`config.mk`:
```
export PLATFORM = sky130hd
export DESIGN_NAME = mips_multicycle_control_flat
export DESIGN_NICKNAME = d
export VERILOG_FILES = /design/src/rtl/mips_multicycle_control_if.sv /design/src/rtl/mips_multicycle_control.sv /design/src/flat_wrapper.sv
export SDC_FILE = /design/constraint.sdc
export NUM_CORES = 1
export LEC_CHECK = 0
export CAP_MARGIN = 20
export CORE_ASPECT_RATIO = 1.4
export CORE_MARGIN = 4
export CORE_UTILIZATION = 42
export DETAILED_ROUTE_END_ITERATION = 6
export PLACE_DENSITY = 0.8
export SYNTH_ARGS = -nofsm -noshare
export SYNTH_HDL_FRONTEND = slang
export SYNTH_SLANG_ARGS = --single-unit
```
`constraint.sdc`:
```
create_clock -name clk -period 1.87 [get_ports clk]
set_input_delay 0.187 -clock clk [delete_from_list [all_inputs] [get_ports clk]]
set_output_delay 0.187 -clock clk [all_outputs]
set_load 0.02 [all_outputs]
```
`src/rtl/mips_multicycle_control_if.sv`:
```
// Control/datapath signal bundle for the multicycle MIPS controller.
// master = controller side, slave = datapath side.
interface mips_multicycle_control_if;
    logic [5:0] opcode;
    logic [5:0] funct;
    logic       zero;
    logic       pc_en;
    logic [1:0] pc_src;
    logic       iord;
    logic       mem_wr_ena;
    logic       ir_write;
    logic       mdr_write;
    logic       reg_write;
    logic [1:0] reg_dst;
    logic [1:0] mem_to_reg;
    logic [1:0] alu_src_a;
    logic [1:0] alu_src_b;
    logic       imm_zext;
    logic [3:0] alu_ctrl;
    logic       illegal_op;
    logic [3:0] state;

    modport master (
        input  opcode, funct, zero,
        output pc_en, pc_src, iord, mem_wr_ena, ir_write, mdr_write, reg_write,
               reg_dst, mem_to_reg, alu_src_a, alu_src_b, imm_zext, alu_ctrl,
               illegal_op, state
    );

    modport slave (
        output opcode, funct, zero,
        input  pc_en, pc_src, iord, mem_wr_ena, ir_write, mdr_write, reg_write,
               reg_dst, mem_to_reg, alu_src_a, alu_src_b, imm_zext, alu_ctrl,
               illegal_op, state
    );
endinterface

```
`src/rtl/mips_multicycle_control.sv`:
```
// Main control FSM of the multicycle MIPS core: sequences fetch/decode/execute/
// memory/writeback and drives every datapath enable and mux select.
module mips_multicycle_control #(
    parameter int unsigned MEM_LAT = 1
) (
    input  logic                             clk,
    input  logic                             rstb,
    mips_multicycle_control_if.master        ctl
);
    typedef enum logic [3:0] {
        FETCH   = 4'd0,  DECODE = 4'd1,  MEMADR = 4'd2,  MEMRD  = 4'd3,
        MEMWB   = 4'd4,  MEMWR  = 4'd5,  RTEXE  = 4'd6,  RTWB   = 4'd7,
        BRANCH  = 4'd8,  ITEXE  = 4'd9,  ITWB   = 4'd10, JUMP   = 4'd11,
        JAL     = 4'd12, JR     = 4'd13, ILLEGAL = 4'd14
    } state_e;

    localparam logic [2:0] LAT = 3'(MEM_LAT);

    localparam logic [5:0] OP_RTYPE = 6'h00, OP_J    = 6'h02, OP_JAL  = 6'h03;
    localparam logic [5:0] OP_BEQ   = 6'h04, OP_BNE  = 6'h05, OP_ADDI = 6'h08;
    localparam logic [5:0] OP_SLTI  = 6'h0A, OP_ANDI = 6'h0C, OP_ORI  = 6'h0D;
    localparam logic [5:0] OP_LW    = 6'h23, OP_SW   = 6'h2B;

    localparam logic [5:0] F_SLL = 6'h00, F_SRL = 6'h02, F_JR  = 6'h08, F_ADD = 6'h20;
    localparam logic [5:0] F_SUB = 6'h22, F_AND = 6'h24, F_OR  = 6'h25, F_SLT = 6'h2A;

    localparam logic [3:0] ALU_AND = 4'b0000, ALU_OR  = 4'b0001, ALU_ADD = 4'b0010;
    localparam logic [3:0] ALU_SUB = 4'b0110, ALU_SLT = 4'b0111, ALU_SLL = 4'b1000;
    localparam logic [3:0] ALU_SRL = 4'b1001;

    state_e     state_q, state_d;
    logic [2:0] cnt_q, cnt_d;
    logic       wait_done;

    assign wait_done = (cnt_q == LAT);

    function automatic logic rt_alu_op(input logic [5:0] f);
        case (f)
            F_ADD, F_SUB, F_AND, F_OR, F_SLT, F_SLL, F_SRL: rt_alu_op = 1'b1;
            default:                                        rt_alu_op = 1'b0;
        endcase
    endfunction

    function automatic logic [3:0] rt_alu_ctrl(input logic [5:0] f);
        case (f)
            F_SUB:   rt_alu_ctrl = ALU_SUB;
            F_AND:   rt_alu_ctrl = ALU_AND;
            F_OR:    rt_alu_ctrl = ALU_OR;
            F_SLT:   rt_alu_ctrl = ALU_SLT;
            F_SLL:   rt_alu_ctrl = ALU_SLL;
            F_SRL:   rt_alu_ctrl = ALU_SRL;
            default: rt_alu_ctrl = ALU_ADD;
        endcase
    endfunction

    always_ff @(posedge clk or negedge rstb) begin
        if (!rstb) begin
            state_q <= FETCH;
            cnt_q   <= '0;
        end else begin
            state_q <= state_d;
            cnt_q   <= cnt_d;
        end
    end

    // Wait counter only runs in FETCH/MEMRD; every transition leaves it at 0.
    always_comb begin
        state_d = FETCH;
        cnt_d   = '0;
        case (state_q)
            FETCH: begin
                if (wait_done) state_d = DECODE;
                else begin
                    state_d = FETCH;
                    cnt_d   = cnt_q + 3'd1;
                end
            end
            DECODE: begin
                case (ctl.opcode)
                    OP_LW, OP_SW:                        state_d = MEMADR;
                    OP_RTYPE: begin
                        if (ctl.funct == F_JR)           state_d = JR;
                        else if (rt_alu_op(ctl.funct))   state_d = RTEXE;
                        else                             state_d = ILLEGAL;
                    end
                    OP_BEQ, OP_BNE:                      state_d = BRANCH;
                    OP_ADDI, OP_ANDI, OP_ORI, OP_SLTI:   state_d = ITEXE;
                    OP_J:                                state_d = JUMP;
                    OP_JAL:                              state_d = JAL;
                    default:                             state_d = ILLEGAL;
                endcase
            end
            MEMADR: state_d = (ctl.opcode == OP_SW) ? MEMWR : MEMRD;
            MEMRD: begin
                if (wait_done) state_d = MEMWB;
                else begin
                    state_d = MEMRD;
                    cnt_d   = cnt_q + 3'd1;
                end
            end
            RTEXE:   state_d = RTWB;
            ITEXE:   state_d = ITWB;
            default: state_d = FETCH;
        endcase
    end

    always_comb begin
        ctl.pc_en      = 1'b0;
        ctl.pc_src     = 2'b00;
        ctl.iord       = 1'b0;
        ctl.mem_wr_ena = 1'b0;
        ctl.ir_write   = 1'b0;
        ctl.mdr_write  = 1'b0;
        ctl.reg_write  = 1'b0;
        ctl.reg_dst    = 2'b00;
        ctl.mem_to_reg = 2'b00;
        ctl.alu_src_a  = 2'b00;
        ctl.alu_src_b  = 2'b00;
        ctl.imm_zext   = 1'b0;
        ctl.alu_ctrl   = ALU_AND;
        ctl.illegal_op = 1'b0;
        case (state_q)
            FETCH: begin
                ctl.alu_src_b = 2'b01;
                ctl.alu_ctrl  = ALU_ADD;
                ctl.ir_write  = wait_done;
                ctl.pc_en     = wait_done;
            end
            DECODE: begin
                ctl.alu_src_b = 2'b11;
                ctl.alu_ctrl  = ALU_ADD;
            end
            MEMADR: begin
                ctl.alu_src_a = 2'b01;
                ctl.alu_src_b = 2'b10;
                ctl.alu_ctrl  = ALU_ADD;
            end
            MEMRD: begin
                ctl.iord      = 1'b1;
                ctl.mdr_write = wait_done;
            end
            MEMWB: begin
                ctl.reg_write  = 1'b1;
                ctl.mem_to_reg = 2'b01;
            end
            MEMWR: begin
                ctl.iord       = 1'b1;
                ctl.mem_wr_ena = 1'b1;
            end
            RTEXE: begin
                ctl.alu_src_a = (ctl.funct == F_SLL || ctl.funct == F_SRL) ? 2'b10 : 2'b01;
                ctl.alu_ctrl  = rt_alu_ctrl(ctl.funct);
            end
            RTWB: begin
                ctl.reg_write = 1'b1;
                ctl.reg_dst   = 2'b01;
            end
            BRANCH: begin
                ctl.alu_src_a = 2'b01;
                ctl.alu_ctrl  = ALU_SUB;
                ctl.pc_src    = 2'b01;
                ctl.pc_en     = (ctl.opcode == OP_BNE) ? !ctl.zero : ctl.zero;
            end
            ITEXE: begin
                ctl.alu_src_a = 2'b01;
                ctl.alu_src_b = 2'b10;
                case (ctl.opcode)
                    OP_ANDI: ctl.alu_ctrl = ALU_AND;
                    OP_ORI:  ctl.alu_ctrl = ALU_OR;
                    OP_SLTI: ctl.alu_ctrl = ALU_SLT;
                    default: ctl.alu_ctrl = ALU_ADD;
                endcase
                ctl.imm_zext = (ctl.opcode == OP_ANDI || ctl.opcode == OP_ORI);
            end
            ITWB: ctl.reg_write = 1'b1;
            JUMP: begin
                ctl.pc_src = 2'b10;
                ctl.pc_en  = 1'b1;
            end
            JAL: begin
                ctl.pc_src     = 2'b10;
                ctl.pc_en      = 1'b1;
                ctl.reg_write  = 1'b1;
                ctl.reg_dst    = 2'b10;
                ctl.mem_to_reg = 2'b10;
            end
            JR: begin
                ctl.pc_src = 2'b11;
                ctl.pc_en  = 1'b1;
            end
            ILLEGAL: ctl.illegal_op = 1'b1;
            default: ;
        endcase
    end

    assign ctl.state = state_q;
endmodule

```
`src/flat_wrapper.sv`:
```
// flat-port wrapper written by rule: the top's interface ports become plain ports
module mips_multicycle_control_flat 
#(
    parameter int unsigned MEM_LAT = 1
)
  (clk, rstb, ctl_opcode, ctl_funct, ctl_zero, ctl_pc_en, ctl_pc_src, ctl_iord, ctl_mem_wr_ena, ctl_ir_write, ctl_mdr_write, ctl_reg_write, ctl_reg_dst, ctl_mem_to_reg, ctl_alu_src_a, ctl_alu_src_b, ctl_imm_zext, ctl_alu_ctrl, ctl_illegal_op, ctl_state);
  mips_multicycle_control_if ctl_i ();
  input  logic clk;
  input  logic rstb;
  input wire logic [$bits(ctl_i.opcode)-1:0] ctl_opcode;
  input wire logic [$bits(ctl_i.funct)-1:0] ctl_funct;
  input wire logic [$bits(ctl_i.zero)-1:0] ctl_zero;
  output wire logic [$bits(ctl_i.pc_en)-1:0] ctl_pc_en;
  output wire logic [$bits(ctl_i.pc_src)-1:0] ctl_pc_src;
  output wire logic [$bits(ctl_i.iord)-1:0] ctl_iord;
  output wire logic [$bits(ctl_i.mem_wr_ena)-1:0] ctl_mem_wr_ena;
  output wire logic [$bits(ctl_i.ir_write)-1:0] ctl_ir_write;
  output wire logic [$bits(ctl_i.mdr_write)-1:0] ctl_mdr_write;
  output wire logic [$bits(ctl_i.reg_write)-1:0] ctl_reg_write;
  output wire logic [$bits(ctl_i.reg_dst)-1:0] ctl_reg_dst;
  output wire logic [$bits(ctl_i.mem_to_reg)-1:0] ctl_mem_to_reg;
  output wire logic [$bits(ctl_i.alu_src_a)-1:0] ctl_alu_src_a;
  output wire logic [$bits(ctl_i.alu_src_b)-1:0] ctl_alu_src_b;
  output wire logic [$bits(ctl_i.imm_zext)-1:0] ctl_imm_zext;
  output wire logic [$bits(ctl_i.alu_ctrl)-1:0] ctl_alu_ctrl;
  output wire logic [$bits(ctl_i.illegal_op)-1:0] ctl_illegal_op;
  output wire logic [$bits(ctl_i.state)-1:0] ctl_state;
  assign ctl_i.opcode = ctl_opcode;
  assign ctl_i.funct = ctl_funct;
  assign ctl_i.zero = ctl_zero;
  assign ctl_pc_en = ctl_i.pc_en;
  assign ctl_pc_src = ctl_i.pc_src;
  assign ctl_iord = ctl_i.iord;
  assign ctl_mem_wr_ena = ctl_i.mem_wr_ena;
  assign ctl_ir_write = ctl_i.ir_write;
  assign ctl_mdr_write = ctl_i.mdr_write;
  assign ctl_reg_write = ctl_i.reg_write;
  assign ctl_reg_dst = ctl_i.reg_dst;
  assign ctl_mem_to_reg = ctl_i.mem_to_reg;
  assign ctl_alu_src_a = ctl_i.alu_src_a;
  assign ctl_alu_src_b = ctl_i.alu_src_b;
  assign ctl_imm_zext = ctl_i.imm_zext;
  assign ctl_alu_ctrl = ctl_i.alu_ctrl;
  assign ctl_illegal_op = ctl_i.illegal_op;
  assign ctl_state = ctl_i.state;
  mips_multicycle_control #(.MEM_LAT(MEM_LAT)) u_core (.clk(clk), .rstb(rstb), .ctl(ctl_i));
endmodule
```
### Yosys cells after proc, flatten, opt, wreduce, memory -nomap -nowiden

Cells that the tools add are included.

| cells by class | value |
|---|---|
| equality and inequality tests | 32 |
| $add $sub $neg | 1 |
| multiply operators | 0 |
| muxes and demuxes | 31 |
| reductions and logical operators | 18 |
| shifts and indexed selects | 0 |
| $lt $le $gt $ge | 0 |
| divide/modulo/power cells | 0 |
| bitwise logic cells | 0 |

Operator list:

| operator | number |
|---|---|
| case mux 4 bit (6 select lines) | 3 |
| == test 6 bit, second input constant | 7 |
| == test 6 x 4 -> 1 bit, second input constant | 5 |
| == test 4 bit, second input constant | 7 |
| == test 6 x 2 -> 1 bit, second input constant | 3 |
| == test 4 x 3 -> 1 bit, second input constant | 4 |
| case mux 4 bit (4 select lines) | 1 |
| 2-to-1 mux 1 bit | 13 |
| == test 6 x 3 -> 1 bit, second input constant | 2 |
| logical NOT 6 bit | 2 |
| 2-to-1 mux 3 bit | 4 |
| case mux 2 bit (2 select lines) | 3 |
| case mux 2 bit (3 select lines) | 2 |
| OR reduction 2 bit | 6 |
| case mux 3 bit (3 select lines) | 1 |
| OR reduction 3 bit | 3 |
| == test 4 x 2 -> 1 bit, second input constant | 2 |
| 2-to-1 mux 4 bit | 2 |
| OR reduction 4 bit | 2 |
| OR reduction 7 bit | 1 |
| == test 4 x 1 -> 1 bit, second input constant | 1 |
| logical NOT 4 bit | 1 |
| adder 3 x 1 -> 3 bit, second input constant | 1 |
| == test 3 x 1 -> 1 bit, second input constant | 1 |
| other kinds (4) | 5 |

| word-level totals | value |
|---|---|
| memory bits (read-only) | 0 |
| input bits | 15 |
| memory bits (writable) | 0 |
| memories | 0 |
| bits in latches | 0 |
| bits in registers | 7 |
| word-level logic and storage cells | 84 |

### Logic depth before layout (Yosys ltp)

| depth | value |
|---|---|
| depth after elaboration | 10 |
| mapped depth | 5 |

### Worst setup path before layout

OpenSTA, ideal clock, no wires.

| path | value |
|---|---|
| kind | reg2out |
| start point | register u_core.state_q[2] (netlist: u_core.ctl.state[2]) |
| end point | output port ctl_alu_ctrl[0] |
| cell stages (with the launch flop) | 6 |
| path slack | -0.174 ns |
| buffers on the path | 1 |
| arrival time | 1.857 ns |
| cell sequence | dfrtp_1 buf_4 nand2b_1 or3b_1 nor2_1 a221o_1 |

| on the way | value |
|---|---|
| word-level cells in the longest chain between the ends | 3 |
| elaborated cells on any way between the ends | 8 |

Ends and longest elaborated chain:

| what | line | RTL |
|---|---|---|
| start: declaration | mips_multicycle_control.sv:31 | `state_e state_q, state_d;` |
| start signal: assignment | mips_multicycle_control.sv:61 | `state_q <= state_d;` |
| == test 4 x 2 -> 1 bit (tied with other cells) | mips_multicycle_control.sv:122 | `case (state_q)` |
| OR reduction 3 bit (no source line) | - |  |
| case mux 4 bit (4 select lines) * | mips_multicycle_control.sv:122 |  |
| end: declaration | flat_wrapper.sv:25 | `output wire logic [$bits(ctl_i.alu_ctrl)-1:0] ctl_alu_ctrl;` |

Mark *: on every way between the ends. The rest lies on a longest branch, timed or not.

### Worst setup path after layout

| path | value |
|---|---|
| start point | register u_core.cnt_q[2] |
| end point | output port ctl_pc_en |

| on the way | value |
|---|---|
| word-level cells in the longest chain between the ends | 2 |

Ends and longest elaborated chain:

| what | line | RTL |
|---|---|---|
| start: declaration | mips_multicycle_control.sv:32 | `logic [2:0] cnt_q, cnt_d;` |
| start signal: assignment | mips_multicycle_control.sv:62 | `cnt_q <= cnt_d;` |
| == test 3 x 1 -> 1 bit | mips_multicycle_control.sv:35 | `assign wait_done = (cnt_q == LAT);` |
| case mux 1 bit (3 select lines) | mips_multicycle_control.sv:122 |  |
| end: declaration | flat_wrapper.sv:13 | `output wire logic [$bits(ctl_i.pc_en)-1:0] ctl_pc_en;` |

Every way passes these cells.

==> impl_summary.md <==
Setup path
In this design, the stage delay of the slowest critical-path cell is 0.42 ns. Grouping stages by cell kind, the critical path spends the most delay in simple AND/OR/NAND/NOR gates. The endpoint required time on the critical path is 1.68 ns. The critical path startpoint category is a register. The critical path class is reg2out. STA classifies the critical path endpoint as an output port. The number of buffers and inverters on the critical path is 1. The critical-path cell with the highest stage delay is sky130_fd_sc_hd__or3b_4. The highest fanout seen on the critical path is 2. The critical path goes through or3b_4, or3_4, o21bai_1, a31o_1, buf_6. The critical path data arrival time is 1.90 ns.

Logic synthesis
Yosys printed 0 warnings. The unique cell type count in the Yosys netlist is 45. The cell area that synthesis handed to floorplanning was 934.6 µm². The async set-reset flop share out of synthesis is 1.000. The mean area per synthesized cell is 7.135 µm².

The synthesized net count is 146. Counting flops with a built-in enable in the synthesized netlist gives 0. For this run, the register share of the synthesized area comes to 0.1874. The number of flip-flops and latches in the synthesized netlist is 7. After technology mapping, the gate count stands at 131. For this run, the leading register cell type out of synthesis is sky130_fd_sc_hd__dfrtp_1.

Global route
Global routing finished with a remaining overflow of 0. The total global-route track usage is 0.2663. The first-pass GRT wire length is 6.154 mm. The via count of the first global-routing pass is 1423.

The pin count of the biggest net entering global routing is 12. The initial antenna violation count was 0.

Die
The number of placement rows is 19. The vertical die dimension is 63.82 µm. The core footprint is 0.002044 mm².

The initial utilization of the core area, before any placement, comes to 0.4572. The count of pins on the block boundary is 41. The floorplan die area is 0.003055 mm². The width of the chip is 47.87 µm.

Clock tree
The clock network latency to the later pin of the worst-skew pair is 0.27 ns. The master cell of the clock root buffer is sky130_fd_sc_hd__clkbuf_4. The clock net in this run drives a total of 7 sinks. The CTS H-tree depth is 1. Clock-pin slew was measured on the worst setup and hold paths at 0.07 ns. The number of buffers inserted during clock tree synthesis is 3. The total of hold buffers inserted after clock tree synthesis is 0. The CTS tree is done.

The deepest clock path buffer count is 2.

Cells and area
The area growth from synthesis to layout is 98.66%. The final standard cell utilization of the core is 0.9082. The most frequent standard cell in the layout excluding fill and tap cells is sky130_fd_sc_hd__buf_4.

The number of antenna cells inserted is 0. The number of nets at the end of the flow is 238. In the layout the commonest cells are sky130_fd_sc_hd__buf_4, sky130_fd_sc_hd__nor2_1, sky130_fd_sc_hd__clkdlybuf4s50_1, sky130_fd_sc_hd__nand2_1, sky130_fd_sc_hd__dlygate4sd2_1.

In the final layout, the share of cells above drive strength 1 is 0.4369. After filler insertion, the fill cell instance count of the layout stands at 89.

STA
For this run, the top clock speed supported by timing is 479.5 MHz. Setup violations remaining at the end of the flow were counted as 7. The count of pins over their slew limit is 0. Setup repair after global routing could not meet its margin everywhere. Between clock sinks in the finished design, the worst skew comes to 0.002069 ns.

Once routing completed, OpenROAD measured the worst setup slack at -0.2157 ns. The count of final hold-check violations is 0. Of the available clock period, the critical path in the final layout requires 1.115. The smallest clock period supported by the final layout is computed as 2.086 ns.

Headroom to the max-slew limit came out at 0.7053. For the pin with the worst max-slew slack, the measured transition is 0.4380 ns.

Power and ir drop
The leakage dissipation is 0.0008608 µW. The sum of internal, switching and leakage power is 2493 µW. The worst-case IR drop observed on VDD is 776.0 µV. The power density of the placed cells is 1342 mW/mm².

Run
The reported max-cap violation count is 0.

Placed design
The number of buffers added on ports is 40. The placed wire-length estimate is 2.916 mm. Routability-driven placement finished with a final weighted congestion of 0.8664.

Detailed routing
The count of antenna-violating nets left after detailed routing is 0. The post-detailed-routing wire length is 4.748 mm. In the final routed layout, each cell accounts on average for 19.54 µm.

The first detailed-routing pass took 4 iterations. Using the TritonRoute via totals, the vias-per-cell ratio works out to 6.288. After detailed routing, the number of remaining DRC violations is 0.

Detailed routing inserted a total of 1528 vias. In this run, the number of DRC markers left after iteration 0 of detailed routing was 82.

Min path
The path category of the worst min-delay check is in2async.

Status
The final reports fail on setup timing. The run finished, with violations left.
## cell type report
| cell class | instances | area (µm²) | share of cell area |
|---|---|---|---|
| Clock buffer | 4 | 26.28 | 0.01415 |
| Inverter | 3 | 11.26 | 0.006065 |
| Multi-Input combinational cell | 112 | 817.0 | 0.4400 |
| Sequential cell | 7 | 177.7 | 0.09569 |
| Tap cell | 21 | 26.28 | 0.01415 |
| Timing Repair Buffer | 96 | 798.3 | 0.4299 |
## synth_stat cells, drive strengths merged, types with 3 or more instances
cell	number	area (µm²)
o21ai	7	35.03
nor3	6	30.03
nand4	3	18.77
nor2b	7	43.79
xor2	3	26.28
nor2	17	63.81
nor4	4	31.28
dfrtp	7	175.2
inv	3	11.26
o21bai	4	30.03
clkbuf	5	18.77
a21oi	5	25.02
o311ai	3	26.28
nand2b	4	25.02
nor3b	6	45.04
buf	4	25.02
or3b	3	28.78
nand2	11	41.29
or2	3	21.27
nand3	3	15.01
## kinds of logic (layout without fill, tap and decap cells)
kind of cell | Yosys count | in the layout | synth area share
AND/OR/NAND/NOR | 75 | 75 | 0.4645
AO/OA/AOI/OAI | 31 | 31 | 0.2303
buffers and inverters | 12 | 103 | 0.05890
flip-flops | 7 | 7 | 0.1874
XOR/XNOR | 5 | 5 | 0.04686
multiplexers | 1 | 1 | 0.01205
## what timing repair did
| action | CTS | global route |
|---|---|---|
| buffers inserted | 7 | 2 |
| pin swaps | 7 | 5 |
| resized for setup | 76 | 30 |
| endpoints found under the setup margin | 22 | 14 |
## state kept, by name, summed over array words and instances, names as in the netlist
| register | flops |
|---|---|
| u_core.ctl.state | 4 |
| u_core.cnt_q | 3 |
## layer usage
layer  wire length [µm]  GRT usage
met5                  0          0
met4                299     0.1077
met3                265    0.02247
met2               2573     0.5099
met1               1609     0.2663
## stage by stage
stage	setup WS (ns)	setup TNS, ns	instance area [µm²]	hold WS (ns)	std cells
after floorplan	0.01542	0	943.4	-0.1086	131
after global placement	-0.5246	-3.925	1679	0.4601	230
after detailed placement	-0.5568	-4.283	1679	0.4609	230
after CTS	-0.1012	-0.2092	1739	0.1960	241
after global routing	-0.3164	-1.192	1857	0.2127	243
final	-0.2157	-0.5912	1857	0.1942	243
## power breakdown
group	internal, µW	total [µW]	switching, µW
Sequential	205	257	52.3
Clock	82.6	160	77.0
Combinational	995	2080	1080
Total	1280	2490	1210
## final timing paths
| kind | cells past startpoint | endpoint | from | slack [ns] |
|---|---|---|---|---|
| setup / recovery | 5 | ctl_pc_en | u_core.cnt_q[2] | -0.22 |
| hold / removal | 1 | u_core.cnt_q[1] | rstb | 0.19 |
| setup reg to reg | 5 | u_core.cnt_q[0] | u_core.ctl.state[1] | 0.24 |
| hold reg to reg | 2 | u_core.cnt_q[0] | u_core.cnt_q[0] | 0.63 |
| max in group asynchronous | 1 | u_core.ctl.state[2] | rstb | 1.39 |
| min in group clk | 5 | u_core.ctl.state[3] | ctl_funct[0] | 0.62 |
No activity file was read; power rests on OpenSTA's default activity.
